`src/rtl/exu_branch_resolve_if.sv`:
```
`default_nettype none
// ============================================================================
//  Module   : exu_branch_resolve_if
//  Purpose  : Commit handshake bundle between the BJP unit (master) and the
//             branch-resolve stage (slave).
//  Signals  : cmt_i_valid/cmt_i_ready handshake, cmt_i_pc, cmt_i_imm,
//             cmt_i_rv32, and the instruction-type/prediction flags
//             cmt_i_bjp, cmt_i_prdt, cmt_i_rslv, cmt_i_mret, cmt_i_dret,
//             cmt_i_fencei.
//  Revision : 1.0 - initial release
// ============================================================================
interface exu_branch_resolve_if #(
   parameter int PC_SIZE = 32,
   parameter int XLEN    = 32
);
   logic                cmt_i_valid;
   logic                cmt_i_ready;
   logic [PC_SIZE-1:0]  cmt_i_pc;
   logic [XLEN-1:0]     cmt_i_imm;
   logic                cmt_i_rv32;
   logic                cmt_i_bjp;
   logic                cmt_i_prdt;
   logic                cmt_i_rslv;
   logic                cmt_i_mret;
   logic                cmt_i_dret;
   logic                cmt_i_fencei;

   modport master (
      output cmt_i_valid, cmt_i_pc, cmt_i_imm, cmt_i_rv32, cmt_i_bjp,
             cmt_i_prdt, cmt_i_rslv, cmt_i_mret, cmt_i_dret, cmt_i_fencei,
      input  cmt_i_ready
   );

   modport slave (
      input  cmt_i_valid, cmt_i_pc, cmt_i_imm, cmt_i_rv32, cmt_i_bjp,
             cmt_i_prdt, cmt_i_rslv, cmt_i_mret, cmt_i_dret, cmt_i_fencei,
      output cmt_i_ready
   );
endinterface
`default_nettype wire

```
`src/rtl/exu_branch_resolve.sv`:
```
`default_nettype none
// ============================================================================
//  Module   : exu_branch_resolve
//  Purpose  : Consumes resolved branches/jumps/MRET/DRET/FENCE.I from the BJP
//             commit interface, decides whether the front-end must be
//             flushed, computes and registers the redirect PC, and holds the
//             flush request toward the IFU until acknowledged. The commit
//             interface is back-pressured while a flush is outstanding.
//  Ports    : clk, rst (async, active-high)
//             cmt            - commit handshake (slave modport)
//             csr_mepc/dpc   - CSR sources for MRET/DRET targets
//             pipe_flush_req/ack/pc - flush handshake toward the IFU
//             cmt_*_ena      - one-cycle pulses on accepted MRET/DRET/FENCE.I
//             brslv_busy     - flush outstanding
//  Option   : BRSLV_PERF_CNT_EN adds perf_bjp_cnt / perf_mis_cnt counters.
//  Revision : 1.0 - initial release
// ============================================================================
module exu_branch_resolve #(
   parameter int PC_SIZE = 32,
   parameter int XLEN    = 32
) (
   input  logic                clk,
   input  logic                rst,
   exu_branch_resolve_if.slave cmt,
   input  logic [PC_SIZE-1:0]  csr_mepc,
   input  logic [PC_SIZE-1:0]  csr_dpc,
   output logic                pipe_flush_req,
   input  logic                pipe_flush_ack,
   output logic [PC_SIZE-1:0]  pipe_flush_pc,
   output logic                cmt_mret_ena,
   output logic                cmt_dret_ena,
   output logic                cmt_fencei_ena,
   output logic                brslv_busy
`ifdef BRSLV_PERF_CNT_EN
   ,
   output logic [31:0]         perf_bjp_cnt,
   output logic [31:0]         perf_mis_cnt
`endif
);

   localparam logic [0:0] c_st_idle  = 1'b0;
   localparam logic [0:0] c_st_flush = 1'b1;

   logic [0:0]          r_state;
   logic                r_flush_req;
   logic [PC_SIZE-1:0]  r_flush_pc;
   logic                r_mret_ena;
   logic                r_dret_ena;
   logic                r_fencei_ena;

   logic                w_ready;
   logic                w_accept;
   logic                w_mispredict;
   logic                w_flush_need;
   logic [PC_SIZE-1:0]  w_target;

   // Ready depends on the state register only, so there is no
   // combinational loop through cmt_i_valid.
   assign w_ready          = (r_state == c_st_idle);
   assign cmt.cmt_i_ready  = w_ready;
   assign w_accept         = cmt.cmt_i_valid & w_ready;

   assign w_mispredict = cmt.cmt_i_bjp & (cmt.cmt_i_prdt ^ cmt.cmt_i_rslv);
   assign w_flush_need = cmt.cmt_i_dret | cmt.cmt_i_mret | cmt.cmt_i_fencei
                       | w_mispredict;

   // Redirect target, dret > mret > fencei > bjp. All sums wrap silently.
   always_comb begin
      w_target = '0;
      if (cmt.cmt_i_dret) begin
         w_target = csr_dpc;
      end else if (cmt.cmt_i_mret) begin
         w_target = csr_mepc;
      end else if (cmt.cmt_i_fencei) begin
         w_target = cmt.cmt_i_pc + PC_SIZE'(4);
      end else if (cmt.cmt_i_rslv) begin
         w_target = cmt.cmt_i_pc + cmt.cmt_i_imm[PC_SIZE-1:0];
      end else begin
         w_target = cmt.cmt_i_pc + (cmt.cmt_i_rv32 ? PC_SIZE'(4) : PC_SIZE'(2));
      end
   end

   // Flush FSM. Request and target are frozen while in FLUSH; only the
   // ack can move the machine back to IDLE.
   always_ff @(posedge clk or posedge rst) begin
      if (rst) begin
         r_state     <= c_st_idle;
         r_flush_req <= 1'b0;
         r_flush_pc  <= '0;
      end else begin
         case (r_state)
            c_st_idle: begin
               if (w_accept && w_flush_need) begin
                  r_state     <= c_st_flush;
                  r_flush_req <= 1'b1;
                  r_flush_pc  <= w_target;
               end
            end
            c_st_flush: begin
               if (pipe_flush_ack) begin
                  r_state     <= c_st_idle;
                  r_flush_req <= 1'b0;
               end
            end
            default: begin
               r_state     <= c_st_idle;
               r_flush_req <= 1'b0;
            end
         endcase
      end
   end

   // Type pulses fire on acceptance regardless of whether a flush follows.
   always_ff @(posedge clk or posedge rst) begin
      if (rst) begin
         r_mret_ena   <= 1'b0;
         r_dret_ena   <= 1'b0;
         r_fencei_ena <= 1'b0;
      end else begin
         r_mret_ena   <= w_accept & cmt.cmt_i_mret;
         r_dret_ena   <= w_accept & cmt.cmt_i_dret;
         r_fencei_ena <= w_accept & cmt.cmt_i_fencei;
      end
   end

   assign pipe_flush_req  = r_flush_req;
   assign pipe_flush_pc   = r_flush_pc;
   assign cmt_mret_ena    = r_mret_ena;
   assign cmt_dret_ena    = r_dret_ena;
   assign cmt_fencei_ena  = r_fencei_ena;
   assign brslv_busy      = (r_state == c_st_flush);

`ifdef BRSLV_PERF_CNT_EN
   logic [31:0] r_bjp_cnt;
   logic [31:0] r_mis_cnt;

   always_ff @(posedge clk or posedge rst) begin
      if (rst) begin
         r_bjp_cnt <= '0;
         r_mis_cnt <= '0;
      end else begin
         if (w_accept && cmt.cmt_i_bjp) begin
            r_bjp_cnt <= r_bjp_cnt + 32'd1;
         end
         if (w_accept && w_mispredict) begin
            r_mis_cnt <= r_mis_cnt + 32'd1;
         end
      end
   end

   assign perf_bjp_cnt = r_bjp_cnt;
   assign perf_mis_cnt = r_mis_cnt;
`endif

endmodule
`default_nettype wire

```
`src/flat_wrapper.sv`:
```
// flat-port wrapper written by rule: the top's interface ports become plain ports
module exu_branch_resolve_flat 
#(
   parameter int PC_SIZE = 32,
   parameter int XLEN    = 32
)
  (clk, rst, csr_mepc, csr_dpc, pipe_flush_req, pipe_flush_ack, pipe_flush_pc, cmt_mret_ena, cmt_dret_ena, cmt_fencei_ena, brslv_busy, cmt_cmt_i_valid, cmt_cmt_i_pc, cmt_cmt_i_imm, cmt_cmt_i_rv32, cmt_cmt_i_bjp, cmt_cmt_i_prdt, cmt_cmt_i_rslv, cmt_cmt_i_mret, cmt_cmt_i_dret, cmt_cmt_i_fencei, cmt_cmt_i_ready);
  exu_branch_resolve_if #(.PC_SIZE(PC_SIZE), .XLEN(XLEN)) cmt_i ();
  input  logic clk;
  input  logic rst;
  input  logic [PC_SIZE-1:0] csr_mepc;
  input  logic [PC_SIZE-1:0] csr_dpc;
  output logic pipe_flush_req;
  input  logic pipe_flush_ack;
  output logic [PC_SIZE-1:0] pipe_flush_pc;
  output logic cmt_mret_ena;
  output logic cmt_dret_ena;
  output logic cmt_fencei_ena;
  output logic brslv_busy;
  input wire logic [$bits(cmt_i.cmt_i_valid)-1:0] cmt_cmt_i_valid;
  input wire logic [$bits(cmt_i.cmt_i_pc)-1:0] cmt_cmt_i_pc;
  input wire logic [$bits(cmt_i.cmt_i_imm)-1:0] cmt_cmt_i_imm;
  input wire logic [$bits(cmt_i.cmt_i_rv32)-1:0] cmt_cmt_i_rv32;
  input wire logic [$bits(cmt_i.cmt_i_bjp)-1:0] cmt_cmt_i_bjp;
  input wire logic [$bits(cmt_i.cmt_i_prdt)-1:0] cmt_cmt_i_prdt;
  input wire logic [$bits(cmt_i.cmt_i_rslv)-1:0] cmt_cmt_i_rslv;
  input wire logic [$bits(cmt_i.cmt_i_mret)-1:0] cmt_cmt_i_mret;
  input wire logic [$bits(cmt_i.cmt_i_dret)-1:0] cmt_cmt_i_dret;
  input wire logic [$bits(cmt_i.cmt_i_fencei)-1:0] cmt_cmt_i_fencei;
  output wire logic [$bits(cmt_i.cmt_i_ready)-1:0] cmt_cmt_i_ready;
  assign cmt_i.cmt_i_valid = cmt_cmt_i_valid;
  assign cmt_i.cmt_i_pc = cmt_cmt_i_pc;
  assign cmt_i.cmt_i_imm = cmt_cmt_i_imm;
  assign cmt_i.cmt_i_rv32 = cmt_cmt_i_rv32;
  assign cmt_i.cmt_i_bjp = cmt_cmt_i_bjp;
  assign cmt_i.cmt_i_prdt = cmt_cmt_i_prdt;
  assign cmt_i.cmt_i_rslv = cmt_cmt_i_rslv;
  assign cmt_i.cmt_i_mret = cmt_cmt_i_mret;
  assign cmt_i.cmt_i_dret = cmt_cmt_i_dret;
  assign cmt_i.cmt_i_fencei = cmt_cmt_i_fencei;
  assign cmt_cmt_i_ready = cmt_i.cmt_i_ready;
  exu_branch_resolve #(.PC_SIZE(PC_SIZE), .XLEN(XLEN)) u_core (.clk(clk), .rst(rst), .cmt(cmt_i), .csr_mepc(csr_mepc), .csr_dpc(csr_dpc), .pipe_flush_req(pipe_flush_req), .pipe_flush_ack(pipe_flush_ack), .pipe_flush_pc(pipe_flush_pc), .cmt_mret_ena(cmt_mret_ena), .cmt_dret_ena(cmt_dret_ena), .cmt_fencei_ena(cmt_fencei_ena), .brslv_busy(brslv_busy));
endmodule
```
`config.mk`:
```
export PLATFORM = sky130hd
export DESIGN_NAME = exu_branch_resolve_flat
export DESIGN_NICKNAME = d
export VERILOG_FILES = /design/src/rtl/exu_branch_resolve_if.sv /design/src/rtl/exu_branch_resolve.sv /design/src/flat_wrapper.sv
export SDC_FILE = /design/constraint.sdc
export NUM_CORES = 1
export LEC_CHECK = 0
export ABC_AREA = 1
export ABC_CLOCK_PERIOD_IN_PS = 1800
export CAP_MARGIN = 20
export CELL_PAD_IN_SITES_DETAIL_PLACEMENT = 2
export CELL_PAD_IN_SITES_GLOBAL_PLACEMENT = 2
export CORE_MARGIN = 2
export CORE_UTILIZATION = 25
export CTS_CLUSTER_SIZE = 40
export DETAILED_ROUTE_END_ITERATION = 6
export HOLD_SLACK_MARGIN = 0.08
export PLACE_DENSITY = 0.93
export SETUP_SLACK_MARGIN = 0.02
export SYNTH_ARGS = -nofsm -noshare
export SYNTH_HDL_FRONTEND = slang
export SYNTH_SLANG_ARGS = --single-unit
```
`constraint.sdc`:
```
create_clock -name clk -period 1.8 [get_ports clk]
set_input_delay 0.18 -clock clk [delete_from_list [all_inputs] [get_ports clk]]
set_output_delay 0.18 -clock clk [all_outputs]
set_load 0.005 [all_outputs]
```
==> impl_metrics.py, run 1 <==
metrics = {
    "global_route": {
        "grt_max_degree": 38,
        "antenna_found_initial": 6,
    },
    "floorplanning": {
        "initial_core_util": 0.256,
        "ios": 177,
        "die_y_um": 157,
        "num_rows": 55,
        "fp.dieW_um": 157,
    },
    "timing": {
        "worst_endpoint": "u_core.pipe_flush_pc[8]$_DFFE_PP0P_/D",
        "endpoint_type": "register data pin",
    },
    "synthesis": {
        "syn_area_per_cell_um2": 5.38,
        "ys_warn_count": 0,
        "synth_cells": 1086,
        "synth_top_area_share": 0.294,
        "ys_types": 41,
        "syn_area_mm2": 0.00584,
        "synth_seq_cells": 37,
        "syn-num-nets": 1258,
        "synth_top_area_cell": "nand2_1",
        "synth-seq-area-share": 0.159,
        "synthTopCellsByArea": "nand2_1, dfrtp_1, inv_1, ha_1, nor2_1",
    },
    "placed_design": {
        "hpwl_um": 32600,
        "place_area_mm2": 0.00917,
        "pre_cts_ws_ns": -1.24,
        "port_buffers": 176,
        "routabilityCongestion": 0.926,
        "dp_cells": 1701,
    },
    "status": {
        "status": "did not finish",
        "stop_stage": "global routing",
        "tool.error": "[ERROR DPL-0033] detailed placement checks failed during check placement.",
    },
    "cts": {
        "cts-htree-levels": 2,
        "cts_hold_buf": 0,
        "clockBufferDepth": 2,
        "cts_buffers": 5,
        "root_buffer": "clkbuf_16",
        "cts.sinks": 37,
    },
}
## synth_stat cells
master	instances
a31o_2	1
o21bai_1	1
a21o_1	1
nor3_4	2
nand4_1	4
inv_1	170
dfrtp_1	37
a21oi_2	1
ha_1	32
nor2_2	11
o2111ai_1	1
or2_2	3
o21ai_1	4
a22o_1	1
nor3_2	6
a21oi_1	36
a31oi_1	2
or2_4	1
nor3_1	7
nor2_4	5
buf_1	1
or2_1	3
xor2_1	10
o211ai_1	6
buf_4	2
nand3_2	5
nand2b_1	1
inv_2	13
buf_6	2
buf_2	10
o221ai_1	2
nand2_2	19
nand2_1	458
o21ai_0	17
nor2_1	91
o22ai_1	26
nand3b_1	12
nand3_1	67
clkbuf_1	11
fa_1	1
xnor2_1	3
## per-stage QoR
stage | util | hold WS (ns)
floorplan | - | 0.276
detailed placement | 0.403 | 0.472
global placement | 0.403 | 0.462
CTS | 0.485 | 0.385
## kinds of logic after synthesis
logic type / after synthesis / share of synthesized area
XOR/XNOR: 13 / 0.0195
AO/OA/AOI/OAI: 99 / 0.0982
AND/OR/NAND/NOR: 695 / 0.511
adder cells (fa/ha/maj): 33 / 0.0720
buffers and inverters: 209 / 0.140
flip-flops: 37 / 0.159
## repair_timing
item	CTS
endpoints found under the hold margin	0
pin swaps	169
setup buffers	13
resized for setup	472
endpoints found under the setup margin	32
cloned	2
==> inputs of run 2 (changes only) <==
- CELL_PAD_IN_SITES_DETAIL_PLACEMENT: 2 -> unset
- CELL_PAD_IN_SITES_GLOBAL_PLACEMENT: 2 -> unset
- CORE_UTILIZATION: 25 -> 30
- CTS_CLUSTER_SIZE: 40 -> unset
- HOLD_SLACK_MARGIN: 0.08 -> unset
- PLACE_DENSITY: 0.93 -> unset
- PLACE_DENSITY_LB_ADDON: unset -> 0.15
- SETUP_SLACK_MARGIN: 0.02 -> unset
==> run 2 against run 1 <==
Compared with the run above:
- the flow now finishes without violations
- area after synthesis stayed put
- synthesized cell count did not move
==> impl_metrics.py, run 2 <==
metrics = {
    "synthesis": {
        "synthSimpleGateAreaFrac": 0.511,
        "synth_top_area_cell": "nand2_1",
        "synth_top_family_by_area": "simple AND/OR/NAND/NOR gates",
        "yosysMostFrequentCell": "nand2_1",
        "synth_common_cells": "nand2_1, inv_1, nor2_1",
        "synth-seq-area-share": 0.159,
        "synth_seq_cells": 37,
        "synth_edf_count": 0,
        "ys.flop_type": "dfrtp_1",
        "ys_types": 41,
        "synth-xor-area-share": 0.0195,
        "syn-num-nets": 1258,
        "synthTopCellsByArea": "nand2_1, dfrtp_1, inv_1, ha_1, nor2_1",
        "synth_adder_area_share": 0.0720,
        "ys_warn_count": 0,
        "syn_area_per_cell_um2": 5.38,
        "synth_top_area_share": 0.294,
        "syn_area_mm2": 0.00584,
        "synthMuxAreaShare": 0,
        "synth-compound-area-share": 0.0982,
        "synth_cells": 1086,
        "ys_async_sr_fraction": 1.00,
    },
    "cts": {
        "cts-htree-levels": 2,
        "cts_buffers": 5,
        "root_buffer": "clkbuf_16",
        "cts.sinks": 37,
        "cts_hold_buf": 0,
        "clkTransAtPathRegs_ns": 0.06,
        "clk-insertion-delay-late_ns": 0.28,
        "clockBufferDepth": 2,
        "cts_tree": "yes",
    },
    "global_route": {
        "grt_max_degree": 38,
        "grt-ovfl-total": 0,
        "grt_use_total": 0.225,
        "antenna_found_initial": 0,
        "grt_first_pass_wirelength_um": 36200,
        "grt-busiest-layer": "met2",
        "use_met1": 0.310,
        "met2_usage": 0.382,
        "grt_use_met3": 0.0217,
        "grt_pass1_vias": 7104,
    },
    "power_and_ir_drop": {
        "p_leak_nw": 5.64,
        "pwr_density_cell_mw_per_mm2": 478,
        "max-vdd-ir-drop_uv": 302,
    },
    "worst_setup_path": {
        "crit_path_max_fanout": 7,
        "cp.required_ns": 1.97,
        "critPathKind": "input port to flip-flop",
        "r2r_slack_ns": 0.35,
        "r2r-start": "u_core.brslv_busy",
        "critPathLaunchType": "input port",
        "crit_path_top_delay_cell": "ha_4",
        "worstPathArrival_ns": 1.96,
        "startpoint": "cmt_cmt_i_rslv",
        "crit_path_end_kind": "flip-flop",
        "cp_cell_sequence": "buf_12 > buf_12 > nand2_4 > inv_2 > ha_4 > nand2_4 > inv_1 > nand2_1 > nand2_1 > nand3b_1 > buf_6 > nand2_4 > nand3_2 > nand3_2 > nand2_1 > nand2_1 > nand2_1",
        "path_common_cell": "nand2_1",
        "max_stage_delay_ns": 0.26,
    },
    "placed_design": {
        "pre_cts_ws_ns": -0.886,
        "dp_cells": 1640,
        "routabilityCongestion": 0.969,
        "hpwl_um": 19400,
        "port_buffers": 176,
    },
    "floorplanning": {
        "core_area_mm2": 0.0193,
        "fp.dieW_um": 144,
        "num_rows": 51,
        "dieArea_mm2": 0.0206,
        "die_y_um": 144,
        "ios": 177,
        "initial_core_util": 0.303,
    },
    "routing": {
        "drc": 0,
        "vias": 7724,
        "wirelength_um": 24500,
        "drtAntennaViolNets": 0,
        "firstDrtPassIters": 5,
        "drtIter0Drc": 362,
        "drt-vias-per-instance": 4.63,
        "avgRoutedWirePerCell_um": 14.7,
    },
    "timing": {
        "final.period_utilization": 0.995,
        "holdWs_ns": 0.324,
        "fmax_mhz": 559,
        "tightest_slew_ns": 0.558,
        "setup_violations": 0,
        "slew_headroom": 0.628,
        "finalCriticalPeriod_ns": 1.79,
        "layout_setup_ws_ns": 0.00977,
        "drv_slew": 0,
        "grt_setup_unrepaired": "true",
        "fin_tns_setup_ns": 0,
        "skew_ns": 0.00338,
        "hold_viol": 0,
    },
    "finish": {
        "num_antenna_cells": 0,
        "area_growth_pct": 84.9,
        "drive_gt1_frac": 0.384,
        "layout_commonest_cell": "nand2_1",
        "nets": 1575,
        "layout_common_cells": "nand2_1, buf_4, clkdlybuf4s50_1, inv_1, nand2_2",
        "fin_util": 0.560,
        "layout.cells.non_filler": 1669,
        "largest_reg_flops": 32,
    },
    "job": {
        "maxCapViolations": 0,
    },
    "worst_hold_path": {
        "hold_class": "input port to async pin",
    },
    "status": {
        "status": "complete, no violations",
    },
}
==> run 2: cell counts after synthesis <==
Identical to the previous run, type by type.
==> run 2: kinds of logic (layout without fill, tap and decap cells) <==
kind of cell               after synthesis  in the layout
and+or+nand+nor                        695            695
xor gates and xnor gates                13             13
adders and majority gates               33             33
buffers and inverters                  209            527
AOI/OAI and AO/OA                       99             99
DFF                                     37             37
==> run 2: where the power goes <==
| group | internal (W) | switching, W |
|---|---|---|
| clock network | 0.000509 | 0.000341 |
| logic | 0.00161 | 0.00155 |
| registers | 0.00103 | 0.000117 |
==> run 2: layout make-up <==
class                   count  area [µm²]
clock buffers               6         129
clock inverters             2        10.0
fillers                  1883        8480
inverters                 183         689
multi-input cells         840        5550
flip-flops and latches     37         926
well taps                 265         332
repair buffers            336        3160
==> run 2: per-layer routing <==
metal  vias up  wire (µm)
met5         -          0
met4         0        432
met3        23       1310
met2       216      11300
met1      3483      11500
li1       4002          -
==> run 2: path summary, 6_finish.rpt <==
kind	end	depth (start not counted)
max	u_core.pipe_flush_pc[26]	17
min	u_core.pipe_flush_pc[23]	3
max reg2reg	u_core.pipe_flush_pc[27]	9
min reg2reg	u_core.pipe_flush_pc[30]	2
max in group asynchronous	u_core.pipe_flush_pc[0]	3
min in group clk	u_core.pipe_flush_pc[30]	2
==> run 2: repair_timing <==
item | in CTS | in global routing
buffers inserted | 9 | 11
pin swaps | 84 | 185
gates resized for setup | 184 | 270
endpoints found under the setup margin | 31 | 27
cloned | 2 | 0
==> run 2: critical path: cells and delay by family <==
family                   cells  cell delay, ns
buffers and inverters        5            0.56
AND/OR/NAND/NOR             11            0.92
adder cells (fa/ha/maj)      1            0.26
==> run 2: per-stage QoR <==
stage	power [W]	instance area (µm²)
after detailed placement	0.00373	8960
after floorplan	0.00227	5930
after CTS	0.00486	9860
after global placement	0.00371	8960
final	0.00516	10800
after global routing	0.00552	10800
No activity file was read; power rests on OpenSTA's default activity.
